**config.mk**
```make
export PLATFORM = sky130hd
export DESIGN_NAME = coin_acceptor
export DESIGN_NICKNAME = d
export VERILOG_FILES = /design/src/rtl/coin_acceptor.sv
export SDC_FILE = /design/constraint.sdc
export NUM_CORES = 1
export LEC_CHECK = 0
export ABC_AREA = 1
export CORE_MARGIN = 2
export CORE_UTILIZATION = 45
export DETAILED_ROUTE_END_ITERATION = 16
export PLACE_DENSITY = 0.67
export SETUP_SLACK_MARGIN = 0.3
export SLEW_MARGIN = 25
export SYNTH_ARGS = -nofsm -noshare
export SYNTH_HDL_FRONTEND = slang
export SYNTH_SLANG_ARGS = --single-unit
export TNS_END_PERCENT = 100
```
**constraint.sdc**
```tcl
create_clock -name clk -period 1.8 [get_ports clk]
set_clock_uncertainty 0.15 [all_clocks]
set_input_delay 0.36 -clock clk [delete_from_list [all_inputs] [get_ports clk]]
set_output_delay 0.36 -clock clk [all_outputs]
set_load 0.01 [all_outputs]
```
**src/rtl/coin_acceptor.sv**
```systemverilog
// Coin sensor front end: 2-flop sync, debounce FSM, single rs1/rs2/coin_rej pulse per coin.
// Optional accepted-value total is enabled by defining COIN_STATS_EN.
module coin_acceptor #(
    parameter int DEB_CYCLES = 4,
    parameter int CNT_W      = 8
) (
    input  logic             clk,
    input  logic             rst,
    input  logic             coin1_raw,
    input  logic             coin2_raw,
    input  logic             accept_en,
    output logic             rs1,
    output logic             rs2,
    output logic             coin_rej,
    output logic [CNT_W-1:0] total_value
);

    typedef enum logic [1:0] {
        IDLE,
        DEBOUNCE,
        ACCEPT,
        RELEASE
    } state_e;

    localparam logic [7:0] DEB_LAST = 8'(DEB_CYCLES - 1);

    logic [1:0] sync1_q;
    logic [1:0] sync2_q;
    logic [1:0] s;

    state_e     state_q;
    logic [1:0] sel_q;
    logic [7:0] deb_cnt_q;
    logic [7:0] rel_cnt_q;
    logic       rs1_q;
    logic       rs2_q;
    logic       rej_q;

    // Bit 0 carries the 1-unit sensor, bit 1 the 2-unit sensor.
    always_ff @(posedge clk or negedge rst) begin
        if (!rst) begin
            sync1_q <= '0;
            sync2_q <= '0;
        end else begin
            sync1_q <= {coin2_raw, coin1_raw};
            sync2_q <= sync1_q;
        end
    end

    assign s = sync2_q;

    // Reset lands in RELEASE so a coin held through reset must clear before it can count.
    always_ff @(posedge clk or negedge rst) begin
        if (!rst) begin
            state_q   <= RELEASE;
            sel_q     <= '0;
            deb_cnt_q <= '0;
            rel_cnt_q <= '0;
            rs1_q     <= 1'b0;
            rs2_q     <= 1'b0;
            rej_q     <= 1'b0;
        end else begin
            rs1_q <= 1'b0;
            rs2_q <= 1'b0;
            rej_q <= 1'b0;
            case (state_q)
                IDLE: begin
                    if (s != 2'b00) begin
                        sel_q     <= s;
                        deb_cnt_q <= 8'd1;
                        state_q   <= DEBOUNCE;
                    end
                end
                DEBOUNCE: begin
                    if (s == 2'b00) begin
                        deb_cnt_q <= '0;
                        state_q   <= IDLE;
                    end else if (s != sel_q) begin
                        sel_q     <= s;
                        deb_cnt_q <= 8'd1;
                    end else if (deb_cnt_q >= DEB_LAST) begin
                        deb_cnt_q <= '0;
                        state_q   <= ACCEPT;
                        if (accept_en && sel_q == 2'b01) begin
                            rs1_q <= 1'b1;
                        end else if (accept_en && sel_q == 2'b10) begin
                            rs2_q <= 1'b1;
                        end else begin
                            rej_q <= 1'b1;
                        end
                    end else begin
                        deb_cnt_q <= deb_cnt_q + 8'd1;
                    end
                end
                ACCEPT: begin
                    rel_cnt_q <= '0;
                    state_q   <= RELEASE;
                end
                RELEASE: begin
                    if (s != 2'b00) begin
                        rel_cnt_q <= '0;
                    end else if (rel_cnt_q >= DEB_LAST) begin
                        rel_cnt_q <= '0;
                        state_q   <= IDLE;
                    end else begin
                        rel_cnt_q <= rel_cnt_q + 8'd1;
                    end
                end
                default: begin
                    state_q <= RELEASE;
                end
            endcase
        end
    end

    assign rs1      = rs1_q;
    assign rs2      = rs2_q;
    assign coin_rej = rej_q;

`ifdef COIN_STATS_EN
    localparam logic [CNT_W-1:0] TOTAL_MAX = '1;

    logic [CNT_W-1:0] total_q;
    logic [CNT_W+1:0] total_d;

    // {rs2,rs1} read as a number is exactly the credited value (2 or 1).
    always_comb begin
        total_d = {2'b00, total_q} + {{CNT_W{1'b0}}, rs2_q, rs1_q};
    end

    always_ff @(posedge clk or negedge rst) begin
        if (!rst) begin
            total_q <= '0;
        end else if (total_d > {2'b00, TOTAL_MAX}) begin
            total_q <= TOTAL_MAX;
        end else begin
            total_q <= total_d[CNT_W-1:0];
        end
    end

    assign total_value = total_q;
`else
    assign total_value = '0;
`endif

    a_onehot_pulse : assert property (@(posedge clk) disable iff (!rst)
        $onehot0({rs1, rs2, coin_rej}));

    a_single_cycle_pulse : assert property (@(posedge clk) disable iff (!rst)
        (rs1 || rs2 || coin_rej) |=> !(rs1 || rs2 || coin_rej));

endmodule

```
==> results.sh <==
export IMPL_status="finished clean"
export IMPL_core_area_um2=2520
export IMPL_synth_top_cell_by_area="dfrtp_1"
export IMPL_clock_path_buffers=2
export IMPL_worstPathArrival_ns=1.58
export IMPL_die_h_um=56.0
export IMPL_die_area_um2=3140
export IMPL_maxCapViolCount=0
export IMPL_cts_tree="done"
export IMPL_design_area_um2=1350
export IMPL_switching_power_w=0.000480
export IMPL_grt_start_max_net_pins=28
export IMPL_grt_pass1_wl_um=3260
export IMPL_synth_top_cell_area_share=0.514
export IMPL_synth_simple_area_share=0.262
export IMPL_totalWireLength_um=1860
export IMPL_place_inst=172
export IMPL_p_int_w=0.000939
export IMPL_path_max_fanout=7
export IMPL_fin_util=0.534
export IMPL_drcViolationCount=0
export IMPL_hold_viol=0
export IMPL_detail_route_wl_per_cell_um=10.4
export IMPL_switching_share=0.338
export IMPL_placed_area_um2=1290
export IMPL_drive_above_1_share=0.142
export IMPL_finalSetupViolCount=0
export IMPL_ant_nets=0
export IMPL_tns_ns=0
export IMPL_grt_pass1_vias=784
export IMPL_critPathSlowestCell="dfstp_2"
export IMPL_final_common_cell="nor2_1"
export IMPL_crit_type="reg -> reg"
export IMPL_clk_pin_slew_worst_paths_ns=0.13
export IMPL_path_cells="buf_6, nor2_4, inv_4, nand2_2, nand2_1, nand3_1, and2_1"
export IMPL_fin_crit_ns=1.46
export IMPL_overflow=0
export IMPL_row_count=18
export IMPL_chipWidth_um=56.0
export IMPL_clk_insertion_delay_late_ns=0.32
export IMPL_syn_avg_cell_area_um2=8.95
export IMPL_fin_cells=178
export IMPL_synth_compound_area_frac=0.0339
export IMPL_post_route_period_util=0.809
export IMPL_synth_top_family_by_area="simple AND/OR/NAND/NOR gates"
export IMPL_hold_path_class="reg -> reg"
export IMPL_track_usage=0.131
export IMPL_netlist_area_um2=1220
export IMPL_drt_iter0_markers=13
export IMPL_place_hpwl_um=1380
export IMPL_rsz0062_at_grt="yes"
export IMPL_p_total_w=0.00142
export IMPL_io_pins=16
export IMPL_comb_power_share=0.281
export IMPL_root_buffer="clkbuf_4"
export IMPL_fmax_mhz=687
export IMPL_syn_inst=136
export IMPL_p_seq_frac=0.541
export IMPL_yosysSeqAreaShare=0.557
export IMPL_final_cell_mix="nor2_1 (26), dfrtp_1 (25), nand2_1 (21)"
export IMPL_synthMuxAreaShare=0
export IMPL_cts_sinks=27
export IMPL_numPortBuffers=7
export IMPL_critPathLaunchType="flip-flop"
export IMPL_leakagePower_nw=0.698
export IMPL_avgViaCountPerCell=4.69
export IMPL_antenna_found_initial=0
export IMPL_areaGrowthSynthToFinish_pct=10.6
export IMPL_ys_ff_latch=27
export IMPL_critical_path_top_delay_family="flip-flops"
export IMPL_ir_drop_mv=0.740
export IMPL_diodes=0
export IMPL_synth_cell_types=25
export IMPL_drv_slew=0
export IMPL_critPathMaxStageDelay_ns=0.65
export IMPL_place_congestion=0.821
export IMPL_synthXorXnorAreaFrac=0.00719
export IMPL_cts_inserted_buffers=3
export IMPL_yosys_area_share_adder=0.0206
export IMPL_pwr_share_clk=0.177
export IMPL_start_util=0.483
export IMPL_firstDrtPassIters=4
export IMPL_synth_area_leaders="dfrtp_1 (51%), nor2_1 (8.0%), nand2_1 (7.1%), buf_4 (5.5%), inv_1 (5.5%)"
export IMPL_layout_nets=156
export IMPL_vias=835
export IMPL_ys_warn_count=0
export IMPL_worst_path_buf_inv=2
export IMPL_crit_path_end_kind="flip-flop"
export IMPL_required_ns=1.92
export IMPL_power_density_nw_per_um2=1050
export IMPL_htree_levels=1
[power groups by stage]
| stage | clock network, W | logic [W] | registers (W) |
|---|---|---|---|
| after floorplan | 0 | 0.000326 | 0.000753 |
| after global placement | 0 | 0.000366 | 0.000776 |
| after detailed placement | 0 | 0.000375 | 0.000783 |
| after CTS | 0.000270 | 0.000394 | 0.000764 |
| after global routing | 0.000287 | 0.000459 | 0.000784 |
| final | 0.000251 | 0.000400 | 0.000769 |
[cells in the mapped netlist (all sizes together)]
master	instances
nand2	25
o21a	1
inv	19
xnor2	1
a21oi	2
dfstp	2
o21ai	4
conb	1
nor3	2
dfrtp	25
buf	9
and2	1
nor2	29
nand4	1
ha	2
nand3	11
or2	1
[worst register-to-register path, cell delays in order (launching register included)]
cell and delay [ns]:
dfstp_2 0.65, buf_6 0.13, nor2_4 0.04, inv_4 0.08, nand2_2 0.05, nand2_1 0.06
nand3_1 0.09, and2_1 0.16
[metrics by stage]
step           setup slack [ns]  hold WS (ns)
2_1_floorplan             0.442       -0.0856
6_report                  0.345         0.215
3_5_place_dp              0.281         0.188
5_1_grt                   0.290         0.232
3_3_place_gp              0.351         0.186
4_1_cts                   0.298         0.220
[kinds of logic after synthesis]
logic type / Yosys count
AOI/OAI and AO/OA: 7
xor gates and xnor gates: 1
adders and majority gates: 2
buffers and inverters: 28
DFF: 27
other: 1
and+or+nand+nor: 70
[final cells by class]
cell class / instances / area, um^2
Fill cell: 235 / 1180
Timing Repair Buffer: 10 / 96.3
Inverter: 19 / 73.8
Multi-Input combinational cell: 88 / 434
Tap cell: 30 / 37.5
Clock buffer: 4 / 26.3
Sequential cell: 27 / 678
[metal layers]
| metal | GRT usage | part of all wire | wire [um] | up-vias |
|---|---|---|---|---|
| li1 | - | - | - | 423 |
| met1 | 0.167 | 0.45 | 842 | 389 |
| met2 | 0.212 | 0.49 | 909 | 19 |
| met3 | 0.0488 | 0.045 | 84 | 4 |
| met4 | 0.0306 | 0.011 | 20 | 0 |
| met5 | 0 | 0 | 0 | - |
[repair_timing]
action,in CTS,in global routing
setup endpoints to repair,5,6
hold buffers,0,0
buffers inserted,2,0
resized for setup,4,8
pin swaps,0,3
[path summary, 6_finish.rpt]
| path | slack (ns) | depth (start not counted) | endpoint | startpoint |
|---|---|---|---|---|
| max | 0.34 | 7 | state_q[0] | flip-flop |
| min | 0.21 | 0 | s[0] | sync1_q[0] |
| max reg2reg | 0.34 | 7 | state_q[0] | flip-flop |
| min reg2reg | 0.21 | 0 | s[0] | sync1_q[0] |
| max in group asynchronous | 0.96 | 2 | state_q[0] | rst |
| min in group asynchronous | 0.24 | 2 | rel_cnt_q[0] | rst |
[state kept, by name, indices dropped and copies added, names as in the netlist, named ones only]
register	count
deb_cnt_q	8
rel_cnt_q	8
s	2
sel_q	2
sync1_q	2
coin_rej	1
rs1	1
rs2	1
state_q	1
Note: power is estimated with default switching activity, not from simulation.
